## config.mk

```make
export PLATFORM = sky130hd
export DESIGN_NAME = uart_rx
export DESIGN_NICKNAME = d
export VERILOG_FILES = /design/src/rtl/uart_rx.sv
export SDC_FILE = /design/constraint.sdc
export NUM_CORES = 1
export LEC_CHECK = 0
export ABC_CLOCK_PERIOD_IN_PS = 1570
export BUFFER_PORTS_ARGS = -buffer_cell sky130_fd_sc_hd__buf_2
export CAP_MARGIN = 20
export CELL_PAD_IN_SITES_DETAIL_PLACEMENT = 1
export CELL_PAD_IN_SITES_GLOBAL_PLACEMENT = 2
export CORE_MARGIN = 4
export CORE_UTILIZATION = 34
export DETAILED_ROUTE_END_ITERATION = 10
export PLACE_DENSITY = 0.85
export SYNTH_ARGS = -nofsm -noshare
export SYNTH_HDL_FRONTEND = slang
export SYNTH_SLANG_ARGS = --single-unit
```

## constraint.sdc

```tcl
create_clock -name clk -period 1.57 [get_ports clk]
set_input_delay 0.2355 -clock clk [delete_from_list [all_inputs] [get_ports clk]]
set_output_delay 0.2355 -clock clk [all_outputs]
set_load 0.05 [all_outputs]
```

## src/rtl/uart_rx.sv

```systemverilog
// UART receiver: 8N1 frames on an idle-high line, mid-bit sampling, framing/overrun
// reporting, and a valid/ready handshake towards the core.
module uart_rx #(
    parameter int CLKS_PER_BIT = 6
) (
    input  logic       clk,
    input  logic       reset,
    input  logic       rx,
    input  logic       rx_ready,
    output logic [7:0] rx_data,
    output logic       rx_valid,
    output logic       frame_error,
    output logic       overrun,
    output logic       busy
);

    localparam int HALF = (CLKS_PER_BIT - 1) / 2;
    localparam int CW   = $clog2(CLKS_PER_BIT);

    typedef enum logic [2:0] {IDLE, START, DATA, STOP, BREAK} state_t;

    state_t        state;
    logic [1:0]    sync;
    logic          rx_s;
    logic [CW-1:0] cnt;
    logic [2:0]    bit_idx;
    logic [7:0]    shreg;

    assign rx_s = sync[1];

    // Handshake: a byte transfers on any posedge where rx_valid and rx_ready are both high;
    // rx_data is held stable while rx_valid is high, and rx_ready means nothing otherwise.
    always_ff @(posedge clk or negedge reset) begin
        if (!reset) begin
            state       <= IDLE;
            sync        <= 2'b11;
            cnt         <= '0;
            bit_idx     <= 3'd0;
            shreg       <= 8'h00;
            rx_data     <= 8'h00;
            rx_valid    <= 1'b0;
            frame_error <= 1'b0;
            overrun     <= 1'b0;
            busy        <= 1'b0;
        end else begin
            sync        <= {sync[0], rx};
            frame_error <= 1'b0;

            // Consumption first; a delivery on the same edge below overrides rx_valid.
            if (rx_valid && rx_ready) begin
                rx_valid <= 1'b0;
                overrun  <= 1'b0;
            end

            case (state)
                IDLE: begin
                    if (!rx_s) begin
                        state <= START;
                        cnt   <= '0;
                        busy  <= 1'b1;
                    end
                end
                START: begin
                    if (cnt == CW'(HALF)) begin
                        cnt <= '0;
                        if (!rx_s) begin
                            state   <= DATA;
                            bit_idx <= 3'd0;
                        end else begin
                            state <= IDLE;
                            busy  <= 1'b0;
                        end
                    end else begin
                        cnt <= cnt + 1'b1;
                    end
                end
                DATA: begin
                    if (cnt == CW'(CLKS_PER_BIT - 1)) begin
                        cnt   <= '0;
                        shreg <= {rx_s, shreg[7:1]};
                        if (bit_idx == 3'd7) begin
                            state <= STOP;
                        end else begin
                            bit_idx <= bit_idx + 1'b1;
                        end
                    end else begin
                        cnt <= cnt + 1'b1;
                    end
                end
                STOP: begin
                    if (cnt == CW'(CLKS_PER_BIT - 1)) begin
                        cnt <= '0;
                        if (rx_s) begin
                            state <= IDLE;
                            busy  <= 1'b0;
                            if (!rx_valid || rx_ready) begin
                                rx_data  <= shreg;
                                rx_valid <= 1'b1;
                            end else begin
                                overrun <= 1'b1;
                            end
                        end else begin
                            frame_error <= 1'b1;
                            state       <= BREAK;
                        end
                    end else begin
                        cnt <= cnt + 1'b1;
                    end
                end
                BREAK: begin
                    // A held-low line is not a start bit; wait for it to go idle first.
                    if (rx_s) begin
                        state <= IDLE;
                        cnt   <= '0;
                        busy  <= 1'b0;
                    end
                end
                default: begin
                    state <= IDLE;
                    busy  <= 1'b0;
                end
            endcase
        end
    end

endmodule

```

Word level (Yosys, flattened, before mapping)
Cells that the tools add are included.
- add/sub/neg operators: 2
- equal/unequal tests: 15
- mux-type cells: 35
- bitwise gates (word level): 1
- reductions and logical operators: 13
- operators by type and width (operator ; count):
    $mux W3 ; 13
    $mux W1 ; 17
    $ne A2 B2 Y1 const B ; 8
    $pmux W3 S5 ; 1
    $pmux W3 S4 ; 1
    $eq A3 B2 Y1 const B ; 3
    $eq A3 B3 Y1 const B ; 3
    $reduce_and A4 Y1 ; 2
    $add A3 B1 Y3 const B ; 2
    $pmux W3 S2 ; 1
    $reduce_and A6 Y1 ; 1
    $pmux W1 S5 ; 1
    $reduce_and A5 Y1 ; 1
    $reduce_bool A4 Y1 ; 1
    $eq A3 B1 Y1 const B ; 1
    $logic_not A3 Y1 ; 1
    $reduce_and A3 Y1 ; 1
    $mux W2 ; 1
    $reduce_and A2 Y1 ; 1
    $reduce_bool A2 Y1 ; 1
    $reduce_or A2 Y1 ; 1
    $logic_and A1 B1 Y1 ; 1
    $logic_not A1 Y1 ; 1
    $logic_or A1 B1 Y1 ; 1
    $not A1 Y1 ; 1
- flip-flop bits (word level): 31
- output and inout bits: 12
- logic and storage cells: 76

Longest topological paths before layout
Gate-level depths: netlist (run 1).
- depth after elaboration: 6
- gate-level depth with buffers: 5

Worst setup path after synthesis (run 1)
OpenSTA, ideal clock, no wires.
- path type: register -> register
- start point: reg cnt[1]
- end point: reg rx_data[0]
- library setup time: 125 ps
- arrival time: 1496 ps
- required time: 1445 ps
- path slack: -51 ps
- stages on the path, launching flop included: 6
- buffers on the path: 1
- period minus slack after synthesis: 1621 ps
- path through: dfrtp_1 buf_6 and4bb_4 nand4_4 a21oi_4 mux2_2
- longest elaborated chain between the ends: 2
- ends and longest elaborated chain (element ; line ; source):
    from (decl) ; 25 ; logic [CW-1:0] cnt;
    from (signal assigned) ; 74 ; cnt <= cnt + 1'b1;
    from (signal assigned) ; 87 ; cnt <= cnt + 1'b1;
    from (signal assigned) ; 107 ; cnt <= cnt + 1'b1;
    $eq A3 B3 Y1 ; 91 ; if (cnt == CW'(CLKS_PER_BIT - 1)) begin
    $reduce_and A4 Y1 (no source line) ; n/a ;
    to (signal assigned) ; 97 ; rx_data <= shreg;
    to (decl) ; 10 ; output logic [7:0] rx_data,
No other way between the ends.
A chain may end at the register's enable or synchronous reset.

Worst setup path in the final report (run 1)
- start point: reg bit_idx[1]
- end point: reg bit_idx[0]
- longest elaborated chain between the ends: 3
- ends and longest elaborated chain (element ; line ; source):
    from (decl) ; 26 ; logic [2:0] bit_idx;
    from (signal assigned) ; 84 ; bit_idx <= bit_idx + 1'b1;
    $eq A3 B3 Y1 ; 81 ; if (bit_idx == 3'd7) begin
    $ne A2 B2 Y1 (no source line) ; n/a ;
    $reduce_and A5 Y1 (no source line) ; n/a ;
No other way between the ends.

==> results of run 1 <==
how the worst max path moves through the flow:
stage               cells past startpoint  slack (ns)                      to
detailed placement                      4       -0.06  rx_data[1]$_DFFE_PN0P_
global placement                        4       -0.03  rx_data[4]$_DFFE_PN0P_
floorplan                               5       -0.05  rx_data[0]$_DFFE_PN0P_
finish                                  5       -0.03  bit_idx[0]$_DFFE_PN0P_
global route                            5       -0.08  bit_idx[0]$_DFFE_PN0P_
CTS                                     5       -0.07  bit_idx[0]$_DFFE_PN0P_
flip-flops by register name (all words and copies together) (netlist names):
signal / count
rx_data: 8
state: 3
overrun: 1
sync: 2
frame_error: 1
rx_valid: 1
bit_idx: 3
cnt: 3
shreg: 8
busy: 1
placed cells by master, fill, tap and decap left out, types with 2 or more instances in the layout:
cell type	count
buf_12	2
mux2_2	9
inv_1	5
dfstp_2	2
nor3_1	2
buf_4	19
nor2_1	8
mux2_4	9
dfrtp_1	29
clkbuf_8	6
nand2b_1	2
nand2_1	8
a22o_1	2
o21ai_0	4
a21oi_1	7
buf_2	15
o211ai_1	2
power by group through the flow:
stage | logic (mW) | clock network [mW] | registers (mW)
2_1_floorplan | 0.475 | 0 | 1.02
3_3_place_gp | 0.651 | 0 | 1.05
3_5_place_dp | 0.697 | 0 | 1.07
4_1_cts | 0.747 | 0.659 | 1.06
5_1_grt | 0.813 | 0.704 | 1.09
6_report | 0.752 | 0.636 | 1.07
synthesized netlist by cell type (all sizes together):
| library cell | number |
|---|---|
| a31oi | 1 |
| nand2 | 8 |
| a311o | 1 |
| nor4 | 1 |
| dfstp | 2 |
| nor3 | 2 |
| and3 | 1 |
| clkbuf | 3 |
| o22ai | 1 |
| inv | 5 |
| nand2b | 3 |
| o211ai | 2 |
| nor2 | 8 |
| and2b | 1 |
| nor2b | 1 |
| a32o | 1 |
| a21oi | 8 |
| maj3 | 1 |
| a2bb2oi | 1 |
| a22o | 2 |
| o311ai | 1 |
| and4bb | 1 |
| buf | 4 |
| a221o | 1 |
| a2111oi | 1 |
| nand3 | 1 |
| nor3b | 1 |
| nand4 | 2 |
| or3b | 1 |
| dfrtp | 29 |
| o21ai | 4 |
| ha | 2 |
| o2111ai | 1 |
| nand3b | 1 |
| mux2 | 18 |
layout make-up:
cell class | instances | area [um2]
Multi-Input combinational cell | 78 | 672
Clock buffer | 7 | 86.3
Tap cell | 50 | 62.6
Timing Repair Buffer | 37 | 269
Inverter | 5 | 18.8
Clock inverter | 1 | 5.00
Sequential cell | 31 | 778
Fill cell | 434 | 2170
critical path, stage by stage (launching register included):
cell and delay, ns:
dfrtp_1 0.39, ha_2 0.20, ha_4 0.15, nand2b_4 0.12, a221o_1 0.35, mux2_4 0.27
per-stage QoR:
stage	setup TNS [ns]	hold WS [ns]	util, %
after CTS	-0.104	0.00348	45.9
after detailed placement	-0.660	0.307	41.5
after global placement	-0.242	0.300	41.5
after floorplan	-0.413	-0.0601	-
final	-0.0368	-0.00903	46.6
after global routing	-0.443	0.0382	46.6
timing repair:
item	CTS	global route
endpoints found under the setup margin	13	13
setup buffers	3	2
pin swaps	7	5
hold buffers	0	0
resized for setup	12	5
routing by layer:
metal / vias to the layer above / wire length (um) / track usage [%]
li1: 508 / - / -
met1: 550 / 1430 / 16.2
met2: 23 / 1740 / 25.0
met3: 4 / 161 / 4.27
met4: 0 / 38 / 4.30
met5: - / 0 / 0
logic make-up (layout without fill, tap and decap cells):
family                     Yosys count  in the layout  share of synthesized area (%)
and+or+nand+nor                     32             32                           13.0
DFF                                 31             31                           54.0
AOI/OAI and AO/OA                   25             25                           12.6
muxes                               18             18                           14.1
buffers and inverters               12             50                           3.91
adders and majority gates            3              3                           2.43
==> out/summary.txt, run 1 <==
worst-margin pin slew: 0.681 ns
Hold WC Path Type: in2async
CP startpoint kind: flop
CTS sink cnt: 31
crit end category: flop
Vias/cell: 5.19
Synth area leaders: dfrtp_1, mux2_2, dfstp_2
fin crit share: 102%
H-tree Lvls: 2
minimum clock period: 1.60 ns
layout net count: 164
clock share of power: 25.9%
area growth from synthesis to layout: 31.2%
DRC violation count after routing: 0
Slew headroom: 54.6%
via count: 1085
Final Skew: 0.00516 ns
dpl cell area: 1680 um2
Leakage: 0.906 nW
Reg clk slew, reported paths: 0.06 ns
post-detailed-route count of antenna-violating nets: 0
top-area cell type share of the netlist area: 50.3%
# setup viols final: 2
buffers added on ports: 15
Avg Cell Area, Syn: 11.9 um2
TritonCTS Buffers: 5
Total Power: 2.45 mW
vias in the first global route: 1221
Synth Register Bits: 31
CP Data Arrival Time: 1.77 ns
sw frac: 30.3%
WL/cell: 16.1 um
Max Fclk: 0.625 GHz
Root Buffer: clkbuf_8
DR iter-0 viols: 10
Netlist cell types: 38
CP Class: reg2reg
share of cells above drive strength 1: 45.3%
Mapped Area: 1440 um2
ant diodes: 0
Hold WS: -0.00903 ns
sw power: 742 uW
cell count after placement: 196
Routed WL: 3370 um
Final GP Congestion: 0.758
Logic pwr share: 30.7%
maximum clock path buffer count: 2
core area: 4060 um2
crit-path max FO: 3
initial antenna violation count: 0
gr ovfl total: 0
PnR worst setup slack: -0.0294 ns
RSZ-0062 raised after global routing: yes
DIE HEIGHT: 73.1 um
Reg2Reg Depth: 5
CTS tree: built
fin cells: 209
die area: 5350 um2
Max-Cap Viols: 0
register area share after synthesis: 54.0%
run status: complete, but fails checks
area leader, netlist: dfrtp_1
VDD IR max: 0.536 mV
sequential share of power: 43.4%
Clock Latency Late Sink: 0.28 ns
Final Hold Fails: 18
DP Worst Slack: -0.0649 ns
post-synthesis cell count: 121
syn nets: 127
PwrDens: 1300 nW/um2
I/O pins: 16
post-DP HPWL: 2420 um
pin count of the biggest net entering global routing: 32
First-pass DRT Iterations: 4
worst r2r src: bit_idx[1]$_DFFE_PN0P_
Worst R2R Setup Slack: -0.03 ns
first-pass GRT wire length: 5790 um
synth warn: 0
Rows: 23
die width: 73.1 um
worst path required time: 1.74 ns
Slew Limit Fails: 0
Reg-to-Reg End: bit_idx[0]$_DFFE_PN0P_
failing checks: negative hold slack, negative setup slack
Crit. Startpoint: bit_idx[1]$_DFFE_PN0P_
post-layout instance area: 1890 um2
Tot GR Track Use: 14.1%
Starting Density: 35.5%
internal power: 1.71 mW
Note: power is estimated with default switching activity, not from simulation.
==> run 2, diff against run 1 <==
Settings changed: ABC_CLOCK_PERIOD_IN_PS 1570 to 1800, CORE_MARGIN 4 to 10, CORE_UTILIZATION 34 to 38, PLACE_DENSITY 0.85 to 0.89, SETUP_SLACK_MARGIN set to 0.4.
Clock period 1.57 ns to 1.8 ns, I/O delays scaled along.
==> run 2 against run 1 <==
The run now ends clean. Hold slack better by 0.035 ns. Register-to-register slack better by 0.19 ns. First-iteration DRC count grew to 5.1 times the previous value. Total power is 5.8% lower. Wire length is 17% higher. Count of clock-buffer cells in the layout stayed put. Cell area is 3.5% higher. Critical path depth stayed put. Non-clock buffer count is 2 lower.
==> out/summary.txt, run 2 (synthesis gave the netlist of run 1 again) <==
sw frac: 31.9%
die width: 81.6 um
first-pass GRT wire length: 6270 um
Rows: 22
DR iter-0 viols: 51
run status: finished clean
VDD IR max: 0.594 mV
crit-path max FO: 3
setup TNS: 0 ns
minimum clock period: 1.64 ns
gr ovfl total: 0
CTS tree: built
Crit. Startpoint: bit_idx[0]$_DFFE_PN0P_
worst r2r src: bit_idx[0]$_DFFE_PN0P_
CP Data Arrival Time: 1.81 ns
RSZ-0062 raised after global routing: yes
Slew Limit Fails: 0
WL/cell: 19.3 um
Max Fclk: 0.609 GHz
clock share of power: 26.7%
Total Power: 2.31 mW
Starting Density: 39.4%
H-tree Lvls: 2
ant diodes: 0
CP Class: reg2reg
layout net count: 162
Leakage: 0.908 nW
sequential share of power: 40.6%
CP startpoint kind: flop
buffers added on ports: 15
fin crit share: 91.2%
pin count of the biggest net entering global routing: 32
Max-Cap Viols: 0
commonest non-fill, non-tap cell in the layout: dfrtp_1
post-DP HPWL: 2460 um
DIE HEIGHT: 81.6 um
TritonCTS Buffers: 5
initial antenna violation count: 0
worst path required time: 1.97 ns
Worst R2R Setup Slack: 0.16 ns
Final Hold Fails: 0
First-pass DRT Iterations: 4
vias in the first global route: 1236
Reg-to-Reg End: bit_idx[0]$_DFFE_PN0P_
Reg2Reg Depth: 5
internal power: 1.57 mW
DRC violation count after routing: 0
Final Skew: 0.00554 ns
Clock Latency Late Sink: 0.28 ns
sw power: 737 uW
worst-margin pin slew: 0.683 ns
I/O pins: 16
Hold WC Path Type: in2async
Slew headroom: 54.4%
crit end category: flop
Final GP Congestion: 0.842
area growth from synthesis to layout: 35.9%
maximum clock path buffer count: 2
share of cells above drive strength 1: 54.1%
die area: 6660 um2
PwrDens: 1180 nW/um2
Routed WL: 3950 um
fill cell count: 369
post-detailed-route count of antenna-violating nets: 0
CTS sink cnt: 31
Root Buffer: clkbuf_8
biggest regs: rx_data (8), shreg (8)
CTS Hold Buffers Added: 0
commonest non-fill, non-tap cells in the layout: dfrtp_1, buf_4, buf_2
via count: 1093
Reg clk slew, reported paths: 0.07 ns
Tot GR Track Use: 12.4%
Vias/cell: 5.33
core area: 3660 um2
Logic pwr share: 32.7%
# setup viols final: 0
run 2: changes by cell type in the layout (fill, tap and decap cells not counted), moves of 2 or more:
cell     before  now
nand2_1       8    6
dfrtp_2       0    2
dfrtp_1      29   27
buf_4        19   16
buf_6         1    3
nor2_2        0    2
nor2_1        8    6
run 2: cell type report:
class | instances | area (um2) | area share [%]
Timing Repair Buffer | 35 | 249 | 12.7
Tap cell | 48 | 60.1 | 3.07
Sequential cell | 31 | 781 | 39.9
Clock inverter | 1 | 7.51 | 0.383
Inverter | 5 | 18.8 | 0.958
Multi-Input combinational cell | 78 | 746 | 38.1
Clock buffer | 7 | 96.3 | 4.92
run 2: critical path, stage by stage, from the launching register on:
cell      delay, ns
dfrtp_1        0.40
ha_2           0.19
ha_4           0.17
nand2b_4       0.13
a221o_1        0.36
mux2_4         0.28
run 2: power groups by stage:
stage	Clock [mW]	Sequential, mW	Combinational (mW)
CTS	0.633	0.934	0.640
floorplan	0	0.896	0.429
finish	0.616	0.938	0.756
global placement	0	0.929	0.524
global route	0.661	0.952	0.817
detailed placement	0	0.943	0.558
run 2: timing repair:
action / in CTS / in global routing
setup buffers: 8 / 2
cloned: 0 / 0
pin swaps: 6 / 3
setup endpoints to repair: 23 / 25
resized for setup: 22 / 12
run 2: worst max-delay path by stage:
stage,depth (start not counted),end,slack [ns]
2_1_floorplan,5,rx_data[0]$_DFFE_PN0P_,0.18
3_3_place_gp,4,rx_data[4]$_DFFE_PN0P_,0.17
3_5_place_dp,4,rx_data[2]$_DFFE_PN0P_,0.12
4_1_cts,5,bit_idx[0]$_DFFE_PN0P_,0.16
5_1_grt,5,bit_idx[0]$_DFFE_PN0P_,0.12
6_report,5,bit_idx[0]$_DFFE_PN0P_,0.16
run 2: through the flow:
step	area [um2]	hold slack [ns]	utilization [%]	instances	worst slack, ns
6_report	1960	0.0255	53.5	205	0.158
5_1_grt	1960	0.0583	53.5	205	0.116
4_1_cts	1880	0.0395	51.2	203	0.159
3_5_place_dp	1640	0.347	44.7	187	0.121
3_3_place_gp	1640	0.346	44.7	187	0.168
2_1_floorplan	1470	-0.0256	-	121	0.179
run 2: per-layer routing:
layer | vias to the layer above | share of wire (%) | global-route usage, %
met2 | 15 | 53 | 21.5
met3 | 5 | 3.3 | 4.26
met5 | - | 0 | 0
met4 | 0 | 1.3 | 4.59
li1 | 506 | - | -
met1 | 567 | 42 | 13.7
==> run 3, diff against run 2 <==
Settings changed: ABC_CLOCK_PERIOD_IN_PS 1800 to 1450, CORE_UTILIZATION 38 to 34, PLACE_DENSITY 0.89 to 0.85.
Clock period 1.8 ns to 1.45 ns, I/O delays scaled along.
==> run 3 against run 2 <==
The flow now finishes with violations (negative setup slack). Sequential cell count unchanged. Clock power up 25%. Die area up 8.8%. Cell count up 13%.
==> out/summary.txt, run 3 (synthesis gave the netlist of run 1 again) <==
run status: complete, but fails checks
failing checks: negative setup slack
layout net count: 187
Vias/cell: 5.13
# setup viols final: 21
CTS tree: built
gr ovfl total: 0
fin crit share: 113%
maximum clock path buffer count: 2
commonest non-fill, non-tap cells in the layout: dfrtp_1, buf_4, buf_6
fin cells: 232
crit end category: flop
sw power: 982 uW
sequential share of power: 38.1%
Hold WS: 0.0274 ns
via count: 1189
die area: 7240 um2
Max-Cap Viols: 0
clock share of power: 25.3%
Final Skew: 0.00457 ns
I/O pins: 16
Max Fclk: 0.610 GHz
RSZ-0062 raised after global routing: yes
DP Worst Slack: -0.210 ns
First-pass DRT Iterations: 4
DRC violation count after routing: 0
Starting Density: 35.5%
buffers added on ports: 15
Slew headroom: 72.3%
DR iter-0 viols: 21
biggest regs: rx_data (8), shreg (8)
Root Buffer: clkbuf_8
minimum clock period: 1.64 ns
area growth from synthesis to layout: 62.8%
initial antenna violation count: 0
dpl cell area: 1730 um2
WL/cell: 18.9 um
CP startpoint kind: flop
cell count after placement: 201
Tot GR Track Use: 12.1%
post-detailed-route count of antenna-violating nets: 0
core area: 4060 um2
Leakage: 1.07 nW
PwrDens: 1300 nW/um2
CP Data Arrival Time: 1.81 ns
Final GP Congestion: 0.776
worst path required time: 1.62 ns
sw frac: 32.2%
share of cells above drive strength 1: 64.8%
post-DP HPWL: 2680 um
VDD IR max: 0.680 mV
critical path, cell by cell: and4bb_4 -> nand4_4 -> a21oi_4 -> buf_12 -> mux2_4
H-tree Lvls: 2
internal power: 2.06 mW
CP Class: reg2reg
Hold WC Path Type: in2reg
CTS sink cnt: 31
Rows: 23
Reg clk slew, reported paths: 0.07 ns
worst-margin pin slew: 0.416 ns
Logic pwr share: 36.6%
Final Hold Fails: 0
Routed WL: 4390 um
Total Power: 3.05 mW
DIE HEIGHT: 85.1 um
pin count of the biggest net entering global routing: 32
first-pass GRT wire length: 7020 um
PnR worst setup slack: -0.188 ns
vias in the first global route: 1357
post-layout util: 57.8%
die width: 85.1 um
slowest cell on the critical path: dfrtp_1
crit-path max FO: 6
Slew Limit Fails: 0
TritonCTS Buffers: 5
Max stage delay on crit path: 0.41 ns
setup TNS: -2.95 ns
Clock Latency Late Sink: 0.29 ns
post-layout instance area: 2350 um2
ant diodes: 0
## run 3: cell count changes in the layout (fill, tap and decap cells not counted), sizes merged
cell,previous run,this run
buf,35,59
inv,5,4
clkinvlp,1,2
dlygate4sd3,0,1
## run 3: routing by layer
layer  share of wire [%]  track usage (%)
met3                 5.1             4.88
met1                  40             13.2
met2                  53             20.6
met5                   0                0
met4                 1.4             4.49
## run 3: power by group through the flow
| stage | logic [mW] | registers, mW | clock network (mW) |
|---|---|---|---|
| 2_1_floorplan | 0.536 | 1.11 | 0 |
| 3_3_place_gp | 0.754 | 1.14 | 0 |
| 3_5_place_dp | 0.814 | 1.16 | 0 |
| 4_1_cts | 0.991 | 1.15 | 0.785 |
| 5_1_grt | 1.21 | 1.19 | 0.845 |
| 6_report | 1.12 | 1.16 | 0.770 |
## run 3: worst max-delay path: cells and delay by family, from the launching register on
family	cells	cell delay (ns)
mux	1	0.30
buf+inv	1	0.15
flops	1	0.41
simple gates	2	0.47
compound gates	1	0.19
## run 3: layout make-up
type	instances	area, um2
clock buffers	7	96.3
clock inverters	1	7.51
fillers	411	1710
inverters	5	22.5
multi-input cells	78	807
flip-flops and latches	31	781
well taps	50	62.6
repair buffers	60	571
## run 3: worst paths after layout
check,slack [ns],startpoint,to,cells after the start
max in group asynchronous,0.63,reset,sync[0]$_DFF_PN1_,3
hold reg to reg,0.36,sync[0]$_DFF_PN1_,sync[1]$_DFF_PN1_,0
hold / removal,0.03,rx,sync[0]$_DFF_PN1_,1
setup / recovery,-0.19,cnt[1]$_DFFE_PN0P_,rx_data[2]$_DFFE_PN0P_,5
min in group asynchronous,0.48,reset,state[1]$_DFFE_PN0P_,3
setup reg to reg,-0.19,cnt[1]$_DFFE_PN0P_,rx_data[2]$_DFFE_PN0P_,5
## run 3: repair_timing
item	CTS	global route
hold buffers	1	0
hold endpoints to repair	29	0
endpoints found under the setup margin	41	41
resized for setup	76	14
buffers inserted	12	10
pin swaps	12	11
